File: src/rtl/wb_dcache_flush_seq.sv
// ---------------------------------------------------------------------------
// wb_dcache_flush_seq
//
// Flush sequencer for the write-back data cache (fence / fence.i). Walks every
// set/way entry of the tag/status array in order (set-major, way-minor). Each
// entry is read, dirty lines are handed to the writeback unit, and the line
// is then invalidated. The sequencer owns the tag and writeback ports while
// busy_o is high.
//
// Optional feature (macro WB_DCACHE_CLEAN_ONLY_EN):
//   adds clean_only_i (latched at flush start) and tag_keep_valid_o. In
//   clean-only mode clean lines are left untouched and dirty lines are
//   written back and then rewritten as valid/clean (tag_keep_valid_o=1).
//
// Ports:
//   clk_i, rst_ni             clock, asynchronous active-low reset
//   flush_i / flush_ack_o     flush request (sampled in IDLE) / 1-cycle done
//   busy_o                    high in every state except IDLE
//   tag_req_o, tag_we_o,
//   tag_set_o, tag_way_o      tag-array access (we=1: invalidate write)
//   tag_gnt_i                 tag-array grant, access happens in grant cycle
//   tag_valid_i, tag_dirty_i,
//   tag_i                     read data, valid one cycle after a read grant
//   wb_req_o, wb_addr_o,
//   wb_way_o                  writeback request for a dirty line
//   wb_gnt_i, wb_done_i       writeback accepted / writeback finished
//   clean_only_i              (WB_DCACHE_CLEAN_ONLY_EN) keep lines valid
//   tag_keep_valid_o          (WB_DCACHE_CLEAN_ONLY_EN) write keeps valid=1
// ---------------------------------------------------------------------------
module wb_dcache_flush_seq #(
    parameter  int unsigned NUM_SETS      = 256,
    parameter  int unsigned NUM_WAYS      = 8,
    parameter  int unsigned LINE_OFFSET_W = 4,
    parameter  int unsigned PLEN          = 56,
    localparam int unsigned SET_W         = $clog2(NUM_SETS),
    localparam int unsigned WAY_W         = $clog2(NUM_WAYS),
    localparam int unsigned TAG_W         = PLEN - SET_W - LINE_OFFSET_W
) (
    input  logic             clk_i,
    input  logic             rst_ni,
    input  logic             flush_i,
    output logic             flush_ack_o,
    output logic             busy_o,
    output logic             tag_req_o,
    output logic             tag_we_o,
    output logic [SET_W-1:0] tag_set_o,
    output logic [WAY_W-1:0] tag_way_o,
    input  logic             tag_gnt_i,
    input  logic             tag_valid_i,
    input  logic             tag_dirty_i,
    input  logic [TAG_W-1:0] tag_i,
`ifdef WB_DCACHE_CLEAN_ONLY_EN
    input  logic             clean_only_i,
    output logic             tag_keep_valid_o,
`endif
    output logic             wb_req_o,
    output logic [PLEN-1:0]  wb_addr_o,
    output logic [WAY_W-1:0] wb_way_o,
    input  logic             wb_gnt_i,
    input  logic             wb_done_i
);

    typedef enum logic [2:0] {
        IDLE, READ, CHECK, WB_REQ, WB_WAIT, INVAL, DONE
    } state_e;

    state_e           state_q, state_d;
    logic [SET_W-1:0] set_q, set_d;
    logic [WAY_W-1:0] way_q, way_d;
    logic [TAG_W-1:0] tag_q, tag_d;
    logic             adv;
    logic             last_entry;

    logic             busy_q, ack_q, tag_req_q, tag_we_q, wb_req_q;
`ifdef WB_DCACHE_CLEAN_ONLY_EN
    logic             co_q, co_d;
    logic             keep_q;
`endif

    // Sizes are powers of two, so the last set/way index is all ones.
    assign last_entry = (&set_q) && (&way_q);

    always_comb begin
        state_d = state_q;
        set_d   = set_q;
        way_d   = way_q;
        tag_d   = tag_q;
        adv     = 1'b0;
`ifdef WB_DCACHE_CLEAN_ONLY_EN
        co_d    = co_q;
`endif
        case (state_q)
            IDLE: begin
                if (flush_i) begin
                    state_d = READ;
                    set_d   = '0;
                    way_d   = '0;
`ifdef WB_DCACHE_CLEAN_ONLY_EN
                    co_d    = clean_only_i;
`endif
                end
            end
            READ: begin
                if (tag_gnt_i) state_d = CHECK;
            end
            CHECK: begin
                if (!tag_valid_i) begin
                    adv = 1'b1;
                end else if (tag_dirty_i) begin
                    tag_d   = tag_i;
                    state_d = WB_REQ;
                end else begin
`ifdef WB_DCACHE_CLEAN_ONLY_EN
                    if (co_q) adv = 1'b1;
                    else      state_d = INVAL;
`else
                    state_d = INVAL;
`endif
                end
            end
            WB_REQ: begin
                if (wb_gnt_i) state_d = wb_done_i ? INVAL : WB_WAIT;
            end
            WB_WAIT: begin
                if (wb_done_i) state_d = INVAL;
            end
            INVAL: begin
                if (tag_gnt_i) adv = 1'b1;
            end
            DONE: begin
                state_d = IDLE;
            end
            default: begin
                state_d = IDLE;
            end
        endcase

        // Step to the next entry; after the last entry both counters wrap to 0.
        if (adv) begin
            state_d = last_entry ? DONE : READ;
            if (&way_q) begin
                way_d = '0;
                set_d = set_q + 1'b1;
            end else begin
                way_d = way_q + 1'b1;
            end
        end
    end

    // Output flops are loaded from the next state so every output is a
    // register that lines up with the state it belongs to.
    always_ff @(posedge clk_i or negedge rst_ni) begin
        if (!rst_ni) begin
            state_q   <= IDLE;
            set_q     <= '0;
            way_q     <= '0;
            tag_q     <= '0;
            busy_q    <= 1'b0;
            ack_q     <= 1'b0;
            tag_req_q <= 1'b0;
            tag_we_q  <= 1'b0;
            wb_req_q  <= 1'b0;
`ifdef WB_DCACHE_CLEAN_ONLY_EN
            co_q      <= 1'b0;
            keep_q    <= 1'b0;
`endif
        end else begin
            state_q   <= state_d;
            set_q     <= set_d;
            way_q     <= way_d;
            tag_q     <= tag_d;
            busy_q    <= (state_d != IDLE);
            ack_q     <= (state_d == DONE);
            tag_req_q <= (state_d == READ) || (state_d == INVAL);
            tag_we_q  <= (state_d == INVAL);
            wb_req_q  <= (state_d == WB_REQ);
`ifdef WB_DCACHE_CLEAN_ONLY_EN
            co_q      <= co_d;
            keep_q    <= (state_d == INVAL) && co_d;
`endif
        end
    end

    assign busy_o      = busy_q;
    assign flush_ack_o = ack_q;
    assign tag_req_o   = tag_req_q;
    assign tag_we_o    = tag_we_q;
    assign tag_set_o   = set_q;
    assign tag_way_o   = way_q;
    assign wb_req_o    = wb_req_q;
    assign wb_addr_o   = {tag_q, set_q, {LINE_OFFSET_W{1'b0}}};
    assign wb_way_o    = way_q;
`ifdef WB_DCACHE_CLEAN_ONLY_EN
    assign tag_keep_valid_o = keep_q;
`endif

endmodule
File: config.mk
export PLATFORM = sky130hd
export DESIGN_NAME = wb_dcache_flush_seq
export DESIGN_NICKNAME = d
export VERILOG_FILES = /design/src/rtl/wb_dcache_flush_seq.sv
export SDC_FILE = /design/constraint.sdc
export NUM_CORES = 1
export LEC_CHECK = 0
export BUFFER_PORTS_ARGS = -buffer_cell sky130_fd_sc_hd__buf_2
export CORE_UTILIZATION = 48
export CTS_BUF_LIST = sky130_fd_sc_hd__clkbuf_4 sky130_fd_sc_hd__clkbuf_8
export DETAILED_ROUTE_END_ITERATION = 8
export GPL_TIMING_DRIVEN = 0
export MAX_ROUTING_LAYER = met4
export PLACE_DENSITY_LB_ADDON = 0.15
export SLEW_MARGIN = 20
export SYNTH_ARGS = -nofsm -noshare
export SYNTH_HDL_FRONTEND = slang
export SYNTH_SLANG_ARGS = --single-unit
File: constraint.sdc
create_clock -name clk_i -period 2.4 [get_ports clk_i]
set_input_delay 0.36 -clock clk_i [delete_from_list [all_inputs] [get_ports clk_i]]
set_output_delay 0.36 -clock clk_i [all_outputs]
set_load 0.005 [all_outputs]
==> results_dict.tcl <==
set metrics [dict create \
    synthesis.area_um2 2740 \
    timing.clock.skew_ns 0.00660 \
    die-width_um 77.6 \
    largest_net_degree_at_the_start_of_global_routing 64 \
    n_antenna_cell 0 \
    filler_cell_count 457 \
    power.density_cell_area_nw_per_um2 1060 \
    place.gp.congestion 0.749 \
    rsz0062_at_grt "no" \
    core_area_um2 5510 \
    finalSetupViolCount 0 \
    start_kind "flip-flop" \
    detail_route.vias_per_cell 4.94 \
    cts_setup_buffers 0 \
    cp.arrival_ns 2.30 \
    buffer_levels_on_the_longest_clock_path 2 \
    timing.critical_path.to_type "flip-flop" \
    post_drt_wl_per_cell_um 13.2 \
    grt_pass1_vias 2013 \
    synth.ff_latch_count 63 \
    placementRows 27 \
    clkLatencyLatePin_ns 0.33 \
    cp_max_stage_delay_ns 0.74 \
    path_class "reg2reg" \
    post-route-min-period_ns 2.12 \
    area_taken_by_multi_input_logic_gates_um2 1010 \
    floorplan.die_area_um2 6020 \
    crit_slowest_cell "sky130_fd_sc_hd__nor4_1" \
    synth-warning-count 0 \
    postPlaceCellArea_um2 3460 \
    drt_wl_total_um 5500 \
    asyncSetResetFlopFracSynth 1.00 \
    drv_cap 0 \
    worstHoldPathType "in2async" \
    detailedRoute.firstIterationViolations 90 \
    synth_edf_count 0 \
    worst-path-buf-inv 0 \
    crit_required_ns 2.57 \
    route.antenna.remaining_nets 0 \
    fmaxAchievable_mhz 471 \
    height_of_the_chip_um 77.6 \
    post_synth.cell_area_avg_um2 13.4 \
    io_buffer_count 122 \
    cts.hold.buffers_added 0 \
    drive_gt1_frac 0.614 \
    area.sequential_um2 1580 \
    maxSlewViolCount 0 \
    setup_tns_ns 0 \
    final_area_um2 3660 \
    cts_tree "built" \
    initial_antenna_violation_count 0 \
    hold_fails_final_rpt 0 \
    grt.total_usage 0.201 \
    top_level_ports 127 \
    ir_drop_mv 0.622 \
    path_max_fanout 10 \
    post-route-period-util 0.885 \
    netlist-cell-type-count 42 \
    timing.reg2reg.worst_path_depth 4 \
    cells_resized_by_post_cts_repair 0 \
    leakage_nw 1.97 \
    final_nets 395 \
    outcome "completed" \
    clk_pin_slew_ns 0.07 \
    cell_family_contributing_the_most_delay_on_the_critical_path "simple AND/OR/NAND/NOR gates" \
    maxSlewHeadroom 0.342 \
    cts.sinks 63 \
    worst_slew_pin_slew_ns 0.973 \
    layout-area-overhead-vs-synth_pct 33.4 \
    drt_pass1_iterations 4 \
    critical_path.cell_chain "nand4b_1 > nand2_1 > nor4_1 > nand3b_1" \
    synth.yosys.seq_area_share 0.575 \
    start_util 0.498 \
    syn-instance-count 204 \
    ctsRootBufferMaster "sky130_fd_sc_hd__clkbuf_8" \
    cts-buffers-inserted 9 \
    cts.htree.levels 3 \
    grt_first_pass_wirelength_um 8970 \
    drt_drc_violations_left 0 \
    crit_cells 4 \
    dp_hpwl_um 4020 \
    overflow 0 \
    detailroute.via_count 2060 \
    synth_ff_type "sky130_fd_sc_hd__dfrtp_1" \
]
## final cells by class
class / instances / share of cell area
inverters: 1 / 0.00103
clock buffers: 13 / 0.0438
multi-input cells: 120 / 0.276
plain buffers: 23 / 0.0448
flip-flops and latches: 63 / 0.431
clock inverters: 3 / 0.0116
well taps: 72 / 0.0246
repair buffers: 122 / 0.168
## logic make-up after synthesis
group / Yosys count / share of synthesized area
AOI/OAI and AO/OA: 16 / 0.0525
adders and majority gates: 3 / 0.0137
other: 1 / 0.00137
buffers and inverters: 24 / 0.0611
xor gates and xnor gates: 2 / 0.00639
muxes: 47 / 0.192
DFF: 63 / 0.575
and+or+nand+nor: 48 / 0.0981
## worst register-to-register path, stage by stage, from the launching register on
cell and delay (ns):
sky130_fd_sc_hd__dfrtp_1 0.50, sky130_fd_sc_hd__nand4b_1 0.34, sky130_fd_sc_hd__nand2_1 0.23, sky130_fd_sc_hd__nor4_1 0.74, sky130_fd_sc_hd__nand3b_1 0.16
## final timing paths
path | start | end | slack, ns
worst max register to register | state_q[1] | busy_o | 0.28
max in group asynchronous | rst_ni | tag_q[22] | 1.78
min in group clk_i | tag_i[35] | tag_q[35] | 0.25
worst min-delay path | rst_ni | tag_set_o[1] | 0.09
worst max-delay path | state_q[1] | busy_o | 0.28
worst min register to register | tag_q[9] | tag_q[9] | 0.50
## layout by cell type (no fill, tap or decap), types with 3 or more instances in the layout
cell and instances:
sky130_fd_sc_hd__buf_2 126, sky130_fd_sc_hd__dfrtp_1 63, sky130_fd_sc_hd__mux2_2 45, sky130_fd_sc_hd__buf_4 16
sky130_fd_sc_hd__nand2_1 13, sky130_fd_sc_hd__nor2_1 11, sky130_fd_sc_hd__clkbuf_8 10, sky130_fd_sc_hd__conb_1 4
sky130_fd_sc_hd__nand2b_1 3, sky130_fd_sc_hd__a21oi_1 3, sky130_fd_sc_hd__o21ai_0 3, sky130_fd_sc_hd__ha_1 3
sky130_fd_sc_hd__clkbuf_4 3
## through the flow
step,hold slack (ns),std cells,utilization,total power [mW],worst slack [ns]
floorplan,0.0644,207,-,2.40,0.545
global placement,0.485,401,0.627,2.94,0.353
detailed placement,0.491,401,0.628,2.99,0.326
CTS,0.127,417,0.665,3.94,0.278
global route,0.174,417,0.665,4.14,0.0241
finish,0.0920,417,0.665,3.89,0.276
## flip-flops by register name (all words and copies together), names as in the netlist
name	count
wb_req_o	1
flush_ack_o	1
tag_set_o	8
state_q	3
tag_req_o	1
tag_we_o	1
tag_q	44
busy_o	1
tag_way_o	3
## cell usage after synthesis (3+ instances only)
cell                       number  share of area
sky130_fd_sc_hd__mux2_2        45           0.18
sky130_fd_sc_hd__buf_4         15          0.041
sky130_fd_sc_hd__o21ai_0        3         0.0055
sky130_fd_sc_hd__a21oi_1        3         0.0055
sky130_fd_sc_hd__buf_2          5         0.0091
sky130_fd_sc_hd__nand2_1       13          0.018
sky130_fd_sc_hd__nor2_1        11          0.015
sky130_fd_sc_hd__dfrtp_1       63           0.57
sky130_fd_sc_hd__nand2b_1       3         0.0068
sky130_fd_sc_hd__ha_1           3          0.014
## metal layers
metal | wire [um] | part of all wire | track usage
met5 | 0 | 0 | -
met4 | 91 | 0.017 | 0.0962
met3 | 302 | 0.055 | 0.0494
met2 | 2750 | 0.50 | 0.324
met1 | 2350 | 0.43 | 0.237
## where the power goes
| part | leakage [nW] | internal (mW) | switching, mW |
|---|---|---|---|
| sequential | 0.805 | 1.47 | 0.217 |
| combinational | 1.06 | 0.737 | 0.532 |
| clock | 0.104 | 0.542 | 0.392 |
Note: power is estimated with default switching activity, not from simulation.
